File: src/rtl/pcie_noc_scatter_pkg.sv
// Shared constants, flit layout helpers and FSM encodings for the PCIe-to-NoC
// scatter stage. The Def* values describe the default 2x2 host configuration.
package pcie_noc_scatter_pkg;

  localparam int DefX         = 2;
  localparam int DefY         = 2;
  localparam int DefDataWidth = 256;
  localparam int DefPckNum    = 8;
  localparam int DefSrcId     = 0;
  localparam int DefMaxOut    = 4;

  localparam int x_size      = $clog2(DefX);
  localparam int y_size      = $clog2(DefY);
  localparam int total_width = x_size + y_size + DefPckNum + DefDataWidth;

  typedef enum logic [1:0] {
    IDLE        = 2'd0,
    ISSUE       = 2'd1,
    HOLD        = 2'd2,
    WAIT_CREDIT = 2'd3
  } scatter_state_e;

  // Flit layout with x in the least significant bits.
  typedef struct packed {
    logic [DefDataWidth-1:0] data;
    logic [DefPckNum-1:0]    pckNo;
    logic [y_size-1:0]       y;
    logic [x_size-1:0]       x;
  } flit_t;

  function automatic logic [total_width-1:0] packFlit(
    input logic [DefDataWidth-1:0] data,
    input logic [DefPckNum-1:0]    pckNo,
    input logic [y_size-1:0]       y,
    input logic [x_size-1:0]       x
  );
    return {data, pckNo, y, x};
  endfunction

  function automatic flit_t unpackFlit(input logic [total_width-1:0] raw);
    return flit_t'(raw);
  endfunction

  // Linear node id is y*cols + x.
  function automatic int idToX(input int id, input int cols);
    return id % cols;
  endfunction

  function automatic int idToY(input int id, input int cols);
    return id / cols;
  endfunction

endpackage

File: src/rtl/noc_skid_buffer.sv
// Two-entry valid/ready skid buffer. The ready output is registered and shows
// whether the buffer still has room after the current edge.
module noc_skid_buffer #(
  parameter int WIDTH = 8
) (
  input  logic             clk,
  input  logic             rst,
  input  logic             in_valid_i,
  input  logic [WIDTH-1:0] in_data_i,
  output logic             in_ready_o,
  output logic             out_valid_o,
  output logic [WIDTH-1:0] out_data_o,
  input  logic             out_pop_i
);

  logic [WIDTH-1:0] head_q;
  logic [WIDTH-1:0] tail_q;
  logic [1:0]       count_q;
  logic [1:0]       count_d;
  logic             ready_q;
  logic             push;
  logic             pop;

  // Occupancy bookkeeping for the current edge.
  always_comb begin
    push    = in_valid_i && ready_q;
    pop     = out_pop_i && (count_q != 2'd0);
    count_d = count_q;
    if (push && !pop) begin
      count_d = count_q + 2'd1;
    end else if (pop && !push) begin
      count_d = count_q - 2'd1;
    end
  end

  // Storage shifts toward the head on a pop; ready stays low until reset is released.
  always_ff @(posedge clk or posedge rst) begin
    if (rst) begin
      head_q  <= '0;
      tail_q  <= '0;
      count_q <= 2'd0;
      ready_q <= 1'b0;
    end else begin
      count_q <= count_d;
      ready_q <= (count_d != 2'd2);
      if (pop) begin
        if (count_q == 2'd2) begin
          head_q <= tail_q;
        end else if (push) begin
          head_q <= in_data_i;
        end
      end else if (push) begin
        if (count_q == 2'd0) begin
          head_q <= in_data_i;
        end else begin
          tail_q <= in_data_i;
        end
      end
    end
  end

  assign in_ready_o  = ready_q;
  assign out_valid_o = (count_q != 2'd0);
  assign out_data_o  = head_q;

endmodule

File: src/rtl/pcie_noc_scatter.sv
// PCIe ingress scatter: stamps each word with a wrapping packet number, picks
// the next round-robin PE and emits one credit-limited NoC flit per word.
module pcie_noc_scatter
  import pcie_noc_scatter_pkg::*;
#(
  parameter int X          = DefX,
  parameter int Y          = DefY,
  parameter int data_width = DefDataWidth,
  parameter int pck_num    = DefPckNum,
  parameter int SRC_ID     = DefSrcId,
  parameter int MAX_OUT    = DefMaxOut
) (
  input  logic                                             clk,
  input  logic                                             rst,
  input  logic                                             i_valid,
  input  logic [data_width-1:0]                            i_data,
  output logic                                             o_ready,
  output logic [$clog2(X)+$clog2(Y)+pck_num+data_width-1:0] o_flit,
  output logic                                             o_flit_valid,
  input  logic                                             i_flit_ready,
  input  logic [X*Y-1:0]                                   i_credit_ret,
  output logic                                             o_err
);

  localparam int NumNodes = X * Y;
  localparam int XW       = $clog2(X);
  localparam int YW       = $clog2(Y);
  localparam int IdW      = $clog2(NumNodes);
  localparam int EntryW   = data_width + pck_num;
  localparam int FlitW    = XW + YW + EntryW;
  localparam int CntW     = 4;
  localparam logic [IdW-1:0] FirstRr = (SRC_ID == 0) ? IdW'(1) : IdW'(0);

  // Next destination after cur, wrapping at the last node and never landing on the host.
  function automatic logic [IdW-1:0] advanceRr(input logic [IdW-1:0] cur);
    logic [IdW-1:0] nxt;
    nxt = (int'(cur) == NumNodes - 1) ? '0 : cur + 1'b1;
    if (int'(nxt) == SRC_ID) begin
      nxt = (int'(nxt) == NumNodes - 1) ? '0 : nxt + 1'b1;
    end
    return nxt;
  endfunction

  scatter_state_e      state_q;
  logic [IdW-1:0]      rr_q;
  logic [FlitW-1:0]    flit_q;
  logic                flitValid_q;
  logic [pck_num-1:0]  seq_q;
  logic [pck_num-1:0]  seq_d;
  logic [CntW-1:0]     credit_q [NumNodes];
  logic                err_q;

  logic                bufReady;
  logic                headValid;
  logic [EntryW-1:0]   headEntry;
  logic [CntW-1:0]     headCredit;
  logic                load;
  logic [XW-1:0]       rrX;
  logic [YW-1:0]       rrY;
  logic [NumNodes-1:0] creditDec;
  logic [NumNodes-1:0] creditInc;
  logic [NumNodes-1:0] badRet;

  noc_skid_buffer #(
    .WIDTH(EntryW)
  ) u_skid (
    .clk        (clk),
    .rst        (rst),
    .in_valid_i (i_valid),
    .in_data_i  ({i_data, seq_q}),
    .in_ready_o (bufReady),
    .out_valid_o(headValid),
    .out_data_o (headEntry),
    .out_pop_i  (load)
  );

  // Issue decision: head present, credit for the current PE, output free this edge.
  always_comb begin
    headCredit = credit_q[rr_q];
    load       = headValid && (state_q != WAIT_CREDIT) && (headCredit != '0) &&
                 (!flitValid_q || i_flit_ready);
    rrX        = XW'(idToX(int'(rr_q), X));
    rrY        = YW'(idToY(int'(rr_q), X));
    seq_d      = seq_q + 1'b1;
  end

  // Per-node credit events; a return is legal only if the counter has room after this edge.
  always_comb begin
    creditDec = '0;
    creditInc = '0;
    badRet    = '0;
    for (int n = 0; n < NumNodes; n++) begin
      creditDec[n] = load && (int'(rr_q) == n);
      creditInc[n] = i_credit_ret[n] && (n != SRC_ID) &&
                     ((credit_q[n] != CntW'(MAX_OUT)) || creditDec[n]);
      badRet[n]    = i_credit_ret[n] && !creditInc[n];
    end
  end

  // Packet number advances once per accepted word and wraps naturally.
  always_ff @(posedge clk or posedge rst) begin
    if (rst) begin
      seq_q <= '0;
    end else if (i_valid && bufReady) begin
      seq_q <= seq_d;
    end
  end

  // Credit counters: simultaneous issue and return cancel out.
  always_ff @(posedge clk or posedge rst) begin
    if (rst) begin
      for (int n = 0; n < NumNodes; n++) begin
        credit_q[n] <= CntW'(MAX_OUT);
      end
    end else begin
      for (int n = 0; n < NumNodes; n++) begin
        if (creditInc[n] && !creditDec[n]) begin
          credit_q[n] <= credit_q[n] + 1'b1;
        end else if (creditDec[n] && !creditInc[n]) begin
          credit_q[n] <= credit_q[n] - 1'b1;
        end
      end
    end
  end

  // Sticky error for returns to a full counter or to the host node.
  always_ff @(posedge clk or posedge rst) begin
    if (rst) begin
      err_q <= 1'b0;
    end else if (|badRet) begin
      err_q <= 1'b1;
    end
  end

  // Scatter FSM with registered flit, valid and round-robin pointer.
  always_ff @(posedge clk or posedge rst) begin
    if (rst) begin
      state_q     <= IDLE;
      rr_q        <= FirstRr;
      flit_q      <= '0;
      flitValid_q <= 1'b0;
    end else begin
      if (load) begin
        flit_q      <= {headEntry, rrY, rrX};
        flitValid_q <= 1'b1;
        rr_q        <= advanceRr(rr_q);
      end else if (flitValid_q && i_flit_ready) begin
        flitValid_q <= 1'b0;
      end
      case (state_q)
        WAIT_CREDIT: begin
          if (headCredit != '0) begin
            state_q <= ISSUE;
          end
        end
        default: begin
          if (load) begin
            state_q <= ISSUE;
          end else if (flitValid_q && !i_flit_ready) begin
            state_q <= HOLD;
          end else if (headValid) begin
            state_q <= WAIT_CREDIT;
          end else begin
            state_q <= IDLE;
          end
        end
      endcase
    end
  end

  assign o_ready      = bufReady;
  assign o_flit       = flit_q;
  assign o_flit_valid = flitValid_q;
  assign o_err        = err_q;

endmodule

File: config.mk
export PLATFORM = sky130hd
export DESIGN_NAME = pcie_noc_scatter
export DESIGN_NICKNAME = d
export VERILOG_FILES = /design/src/rtl/pcie_noc_scatter_pkg.sv /design/src/rtl/noc_skid_buffer.sv /design/src/rtl/pcie_noc_scatter.sv
export SDC_FILE = /design/constraint.sdc
export NUM_CORES = 2
export LEC_CHECK = 0
export CORE_UTILIZATION = 55
export DETAILED_ROUTE_END_ITERATION = 8
export GPL_TIMING_DRIVEN = 0
export HOLD_SLACK_MARGIN = 0.05
export PLACE_DENSITY_LB_ADDON = 0.05
export SLEW_MARGIN = 20
export SYNTH_ARGS = -nofsm -noshare
export SYNTH_HDL_FRONTEND = slang
export SYNTH_SLANG_ARGS = --single-unit
File: constraint.sdc
create_clock -name clk -period 76.2 [get_ports clk]
set_input_delay 7.62 -clock clk [delete_from_list [all_inputs] [get_ports clk]]
set_output_delay 7.62 -clock clk [all_outputs]
set_load 0.1 [all_outputs]
# After elaboration in Yosys (flattened, before gate mapping)
# Index checks and enable logic that the tools add are counted.
# totals
register_bits,827
input_bits,264
output_inout_bits,269
word_cells,122
# op_classes
add_sub_neg,12
order_cmp,1
eq_ne,12
muxes,26
n_bitwise,3
n_reduce_logical,54
# op_table
operator,count
$mux W264,5
$mux W4,8
$logic_and A1 B1 Y1,25
$mux W2,10
$reduce_bool A2 Y1,8
$sub A4 B1 Y4 const B,4
$add A4 B1 Y4 const B,3
$ne A4 B3 Y1 const B,3
$logic_not A1 Y1,10
$add A8 B1 Y8 const B,1
$bmux W4 S2,1
$eq A2 B2 Y1 const B,4
$add A2 B1 Y2 const B,3
$logic_not A2 Y1,3
$ne A2 B2 Y1 const B,3
$reduce_and A3 Y1,2
$eq A2 B1 Y1 const B,2
$logic_or A1 B1 Y1,4
$reduce_bool A4 Y1,1
$reduce_or A4 Y1,1
$ge A3 B3 Y1 const B,1
$not A2 Y3,1
$mux W1,2
$not A1 Y1,2
$sub A2 B1 Y2 const B,1

# Depth between registers and ports, before layout
# logic_depth
word_depth,14
mapped_depth,17
mapped_depth_nobuf,14

# Hierarchy
# Synthesis repeated with hierarchy kept, for this count alone.
# hier_totals
cells_unflattened,2725
hier_area_um2,37104.3
# modules_own_cells
module,n_inst,cells_per_inst,area_each_um2,seq_area_each_um2
noc_skid_buffer,1,2006,24621.1,13287.7
pcie_noc_scatter,1,719,12483.2,7413.4

# Worst setup path before layout
# No wires, ideal clock.
# synth_path
path_type,input to register
from,in i_flit_ready
to,reg credit_q[3] (netlist bit)
setup_ps,125
arrival_time_ps,10243
slack_ps,65832
stages,16
path_buffers,4
path_cell_list,nor2b_1 a211oi_1 and2_1 buf_2 buf_2 buf_2 buf_2 nand2_1 ha_1 inv_1 ha_1 a21o_1 a21oi_1 xnor2_1 nor2_1 xor2_1
# synth_via
elab_chain_len,8
# synth_rtl
element,line_no,source
start: declaration,pcie_noc_scatter.sv:20,"input logic i_flit_ready,"
$logic_or A1 B1 Y1 (*),pcie_noc_scatter.sv:81,(!flitValid_q || i_flit_ready);
$logic_and A1 B1 Y1 (*),pcie_noc_scatter.sv:80,load = headValid && (state_q != WAIT_CREDIT) && (headCredit != '0) &&
$logic_and A1 B1 Y1 (*),pcie_noc_scatter.sv:93,creditDec[n] = load && (int'(rr_q) == n);
$logic_or A1 B1 Y1,pcie_noc_scatter.sv:95,((credit_q[n] != CntW'(MAX_OUT)) || creditDec[n]);
$logic_and A1 B1 Y1,pcie_noc_scatter.sv:94,creditInc[n] = i_credit_ret[n] && (n != SRC_ID) &&
$logic_not A1 Y1,pcie_noc_scatter.sv:119,end else if (creditDec[n] && !creditInc[n]) begin
$logic_and A1 B1 Y1,pcie_noc_scatter.sv:119,
$reduce_bool A2 Y1 (no source line),n/a,
end signal: indexed assignment,pcie_noc_scatter.sv:113,credit_q[n] <= CntW'(MAX_OUT);
end signal: indexed assignment,pcie_noc_scatter.sv:118,credit_q[n] <= credit_q[n] + 1'b1;
end signal: indexed assignment,pcie_noc_scatter.sv:120,credit_q[n] <= credit_q[n] - 1'b1;
end: declaration,pcie_noc_scatter.sv:50,logic [CntW-1:0] credit_q [NumNodes];
# Mark *: on every way between the ends. The rest lies on a longest branch, timed or not.
# A chain may end at the register's enable or synchronous reset.

# Final worst setup path
# Same ends and word-level chain as after synthesis.

==> impl_metrics.ini <==
[cts]
post_cts_resize_count = 0
clk_pin_slew_ns = 0.06
cts_root_buffer = clkbuf_16
cts_tree = yes
h-tree-depth = 3
numCtsBuffers = 85
insertion_delay_ns = 0.63
cts_setup_buffers = 0
clk_path_buf_depth = 3
cts.sinks = 827
ctsHoldBuffers = 0

[logic_synthesis]
synth.distinct_cells = 44
syn_nets = 3026
synth_area_leaders = dfrtp_1 62%, nand2_1 9.2%, mux2_2 9.0%, o221a_1 5.4%, or2_2 3.8%
ys_ff_latch = 827
synth_top_cell_by_area = dfrtp_1
seq_area_frac_synth = 0.620
synth_top_area_share = 0.616
yosys_warnings = 0
synth_area_mm2 = 0.0334
postSynthCellCount = 2742
syn_avg_cell_area_um2 = 12.2

[status]
status = complete, no violations

[sta]
slew_violations = 0
rsz0062_at_grt = false
max-slew-margin-rel = 0.214
setup_viol = 0
fin_worst_skew_ns = 0.0222
worst_pin_slew_ns = 1.18
finalHoldViolCount = 0
period_share = 0.145
max_freq_mhz = 90.3
fin_crit_ns = 11.08
setup_tns_ns = 0

[die]
die_w_um = 248
start_util = 0.561
rows = 89
fp.dieArea_mm2 = 0.0617
core_mm2 = 0.0595
fp.dieH_um = 248
ios = 533

[global_route]
track_usage = 0.293
first_global_vias = 24600
grt_max_degree = 111
overflow = 0
grt_pass1_wl_um = 139000
antenna_found_initial = 27

[setup_path]
end_kind = flop
path_class = in -> reg
startpoint_type = primary input
ff2ff_setup_slack_ns = 71.93
critPathMaxFanout = 10
regToRegStartpoint = u_skid.count_q[0]
crit_slowest_cell = a211oi_1
path_buf_inv = 6
rr_endpoint = credit_q[3]
cpPeakStageDelay_ns = 0.60
crit_chain = clkdlybuf4s50_1 > nor2b_1 > a211oi_1 > and2_1 > buf_2 > buf_2 > buf_2 > buf_2 > nand2_1 > ha_1 > inv_1 > ha_1 > a21o_1 > a21oi_1 > xnor2_1 > nor2_1 > xor2_1
crit_arrival_ns = 11.57
rr_worst_depth = 17
cp.required_ns = 76.69
crit_path_frequent_cell = buf_2
critical_path.top_delay_family = buffers and inverters

[placement]
port_buffers = 532
dp_hpwl_um = 63200
gp_congestion = 0.841

[routing]
drt_iter0_drc = 1430
drc = 0
wl_um = 89700
postRouteAntennaNets = 0
vias = 23600
wl_per_cell_um = 21.2
drt-pass1-iter-count = 5
via_per_inst = 5.59

[hold_path]
min_to = o_flit[117]
worst_hold_path_type = reg -> reg
min_path_cells = 2
worstHoldStart = u_skid.out_data_o[115]

[cells_and_area]
final_common_cell = dfrtp_1
drive_gt1_frac = 0.227
final_cell_mix = 822 x dfrtp_1, 814 x nand2_1, 532 x clkdlybuf4s50_1, 267 x mux2_2, 204 x or2_2
syn2layout_area_growth_pct = 28.3
fin_nets = 3653
nFillCells = 4139

[flow_run]
cap_viol_max_count = 0
==> cell families after synthesis <==
logic type | after synthesis | synth area share
flip-flops | 827 | 0.620
buffers and inverters | 195 | 0.0336
multiplexers | 268 | 0.0904
XOR/XNOR | 24 | 0.00630
adder cells (fa/ha/maj) | 20 | 0.00817
AND/OR/NAND/NOR | 1111 | 0.147
AO/OA/AOI/OAI | 297 | 0.0940
==> synth_stat cells (all sizes together) <==
cell	instances
or2	215
nand2b	1
a32o	1
o22a	1
ha	17
nand3b	1
nor2b	3
inv	12
mux2	267
and2	3
nand2	814
o22ai	1
nor3	5
a22o	1
o311a	1
a31oi	2
a21boi	1
fa	3
buf	105
nand3	6
a32oi	1
a21o	4
o21ai	9
clkbuf	78
xor2	4
and3	52
dfstp	5
or4	1
nor2	7
a211oi	1
a211o	1
o221a	214
xnor2	20
a221o	51
mux2i	1
dfrtp	822
nand4	3
a21oi	8
==> cell type report <==
type / instances / area (µm²) / share of cell area
clock buffer: 135 / 2620 / 0.0612
sequential: 827 / 20700 / 0.483
tap: 773 / 967 / 0.0226
antenna: 22 / 55.1 / 0.00129
multi-input combinational: 1720 / 11500 / 0.270
timing repair buffer: 540 / 5550 / 0.130
buffer: 183 / 1080 / 0.0252
clock inverter: 20 / 254 / 0.00593
inverter: 12 / 52.6 / 0.00123
==> tightest hold or removal path: stages (launching register included) <==
cell and delay, ns:
dfrtp_1 0.35, nand2_1 0.05, nand2_1 0.05
==> how the worst max path moves through the flow <==
| stage | cells after the start | startpoint | slack (ns) | endpoint |
|---|---|---|---|---|
| final | 17 | i_flit_ready | 65.12 | credit_q[3] |
| after global routing | 17 | i_flit_ready | 64.87 | credit_q[3] |
| after CTS | 17 | i_flit_ready | 65.07 | credit_q[3] |
| after detailed placement | 17 | i_flit_ready | 64.47 | credit_q[3] |
| after global placement | 2 | rst | 37.24 | o_flit[22] |
| after floorplan | 1 | rst | 45.36 | credit_q[0] |
==> sequential cells by signal (all words and copies together) (netlist names) <==
register and count:
o_flit_valid 1, seq_q 8, u_skid.out_data_o 264, u_skid.tail_q 264, o_flit 266, state_q 2
rr_q 2, u_skid.count_q 2, u_skid.in_ready_o 1, credit_q 16, o_err 1
==> per-stage QoR <==
stage          std cells  hold slack [ns]   util  instance area (µm²)  worst slack [ns]
2_1_floorplan       2742            0.439      -                33400             45.36
3_3_place_gp        4047            0.453  0.667                39700             37.24
3_5_place_dp        4055            0.455  0.671                39900             64.47
4_1_cts             4210            0.463  0.719                42800             65.07
5_1_grt             4226            0.486  0.720                42800             64.87
6_report            4232            0.462  0.720                42800             65.12
==> routing by layer <==
metal | global-route usage | vias up | wire length, µm
li1 | - | 10700 | -
met1 | 0.374 | 12100 | 36600
met2 | 0.475 | 600 | 43900
met3 | 0.0798 | 212 | 5790
met4 | 0.114 | 16 | 3310
met5 | 0 | - | 117
Power is left out: the tool's default activity adds up to more than one toggle a clock period on the data nets, which glitch-free logic cannot reach.
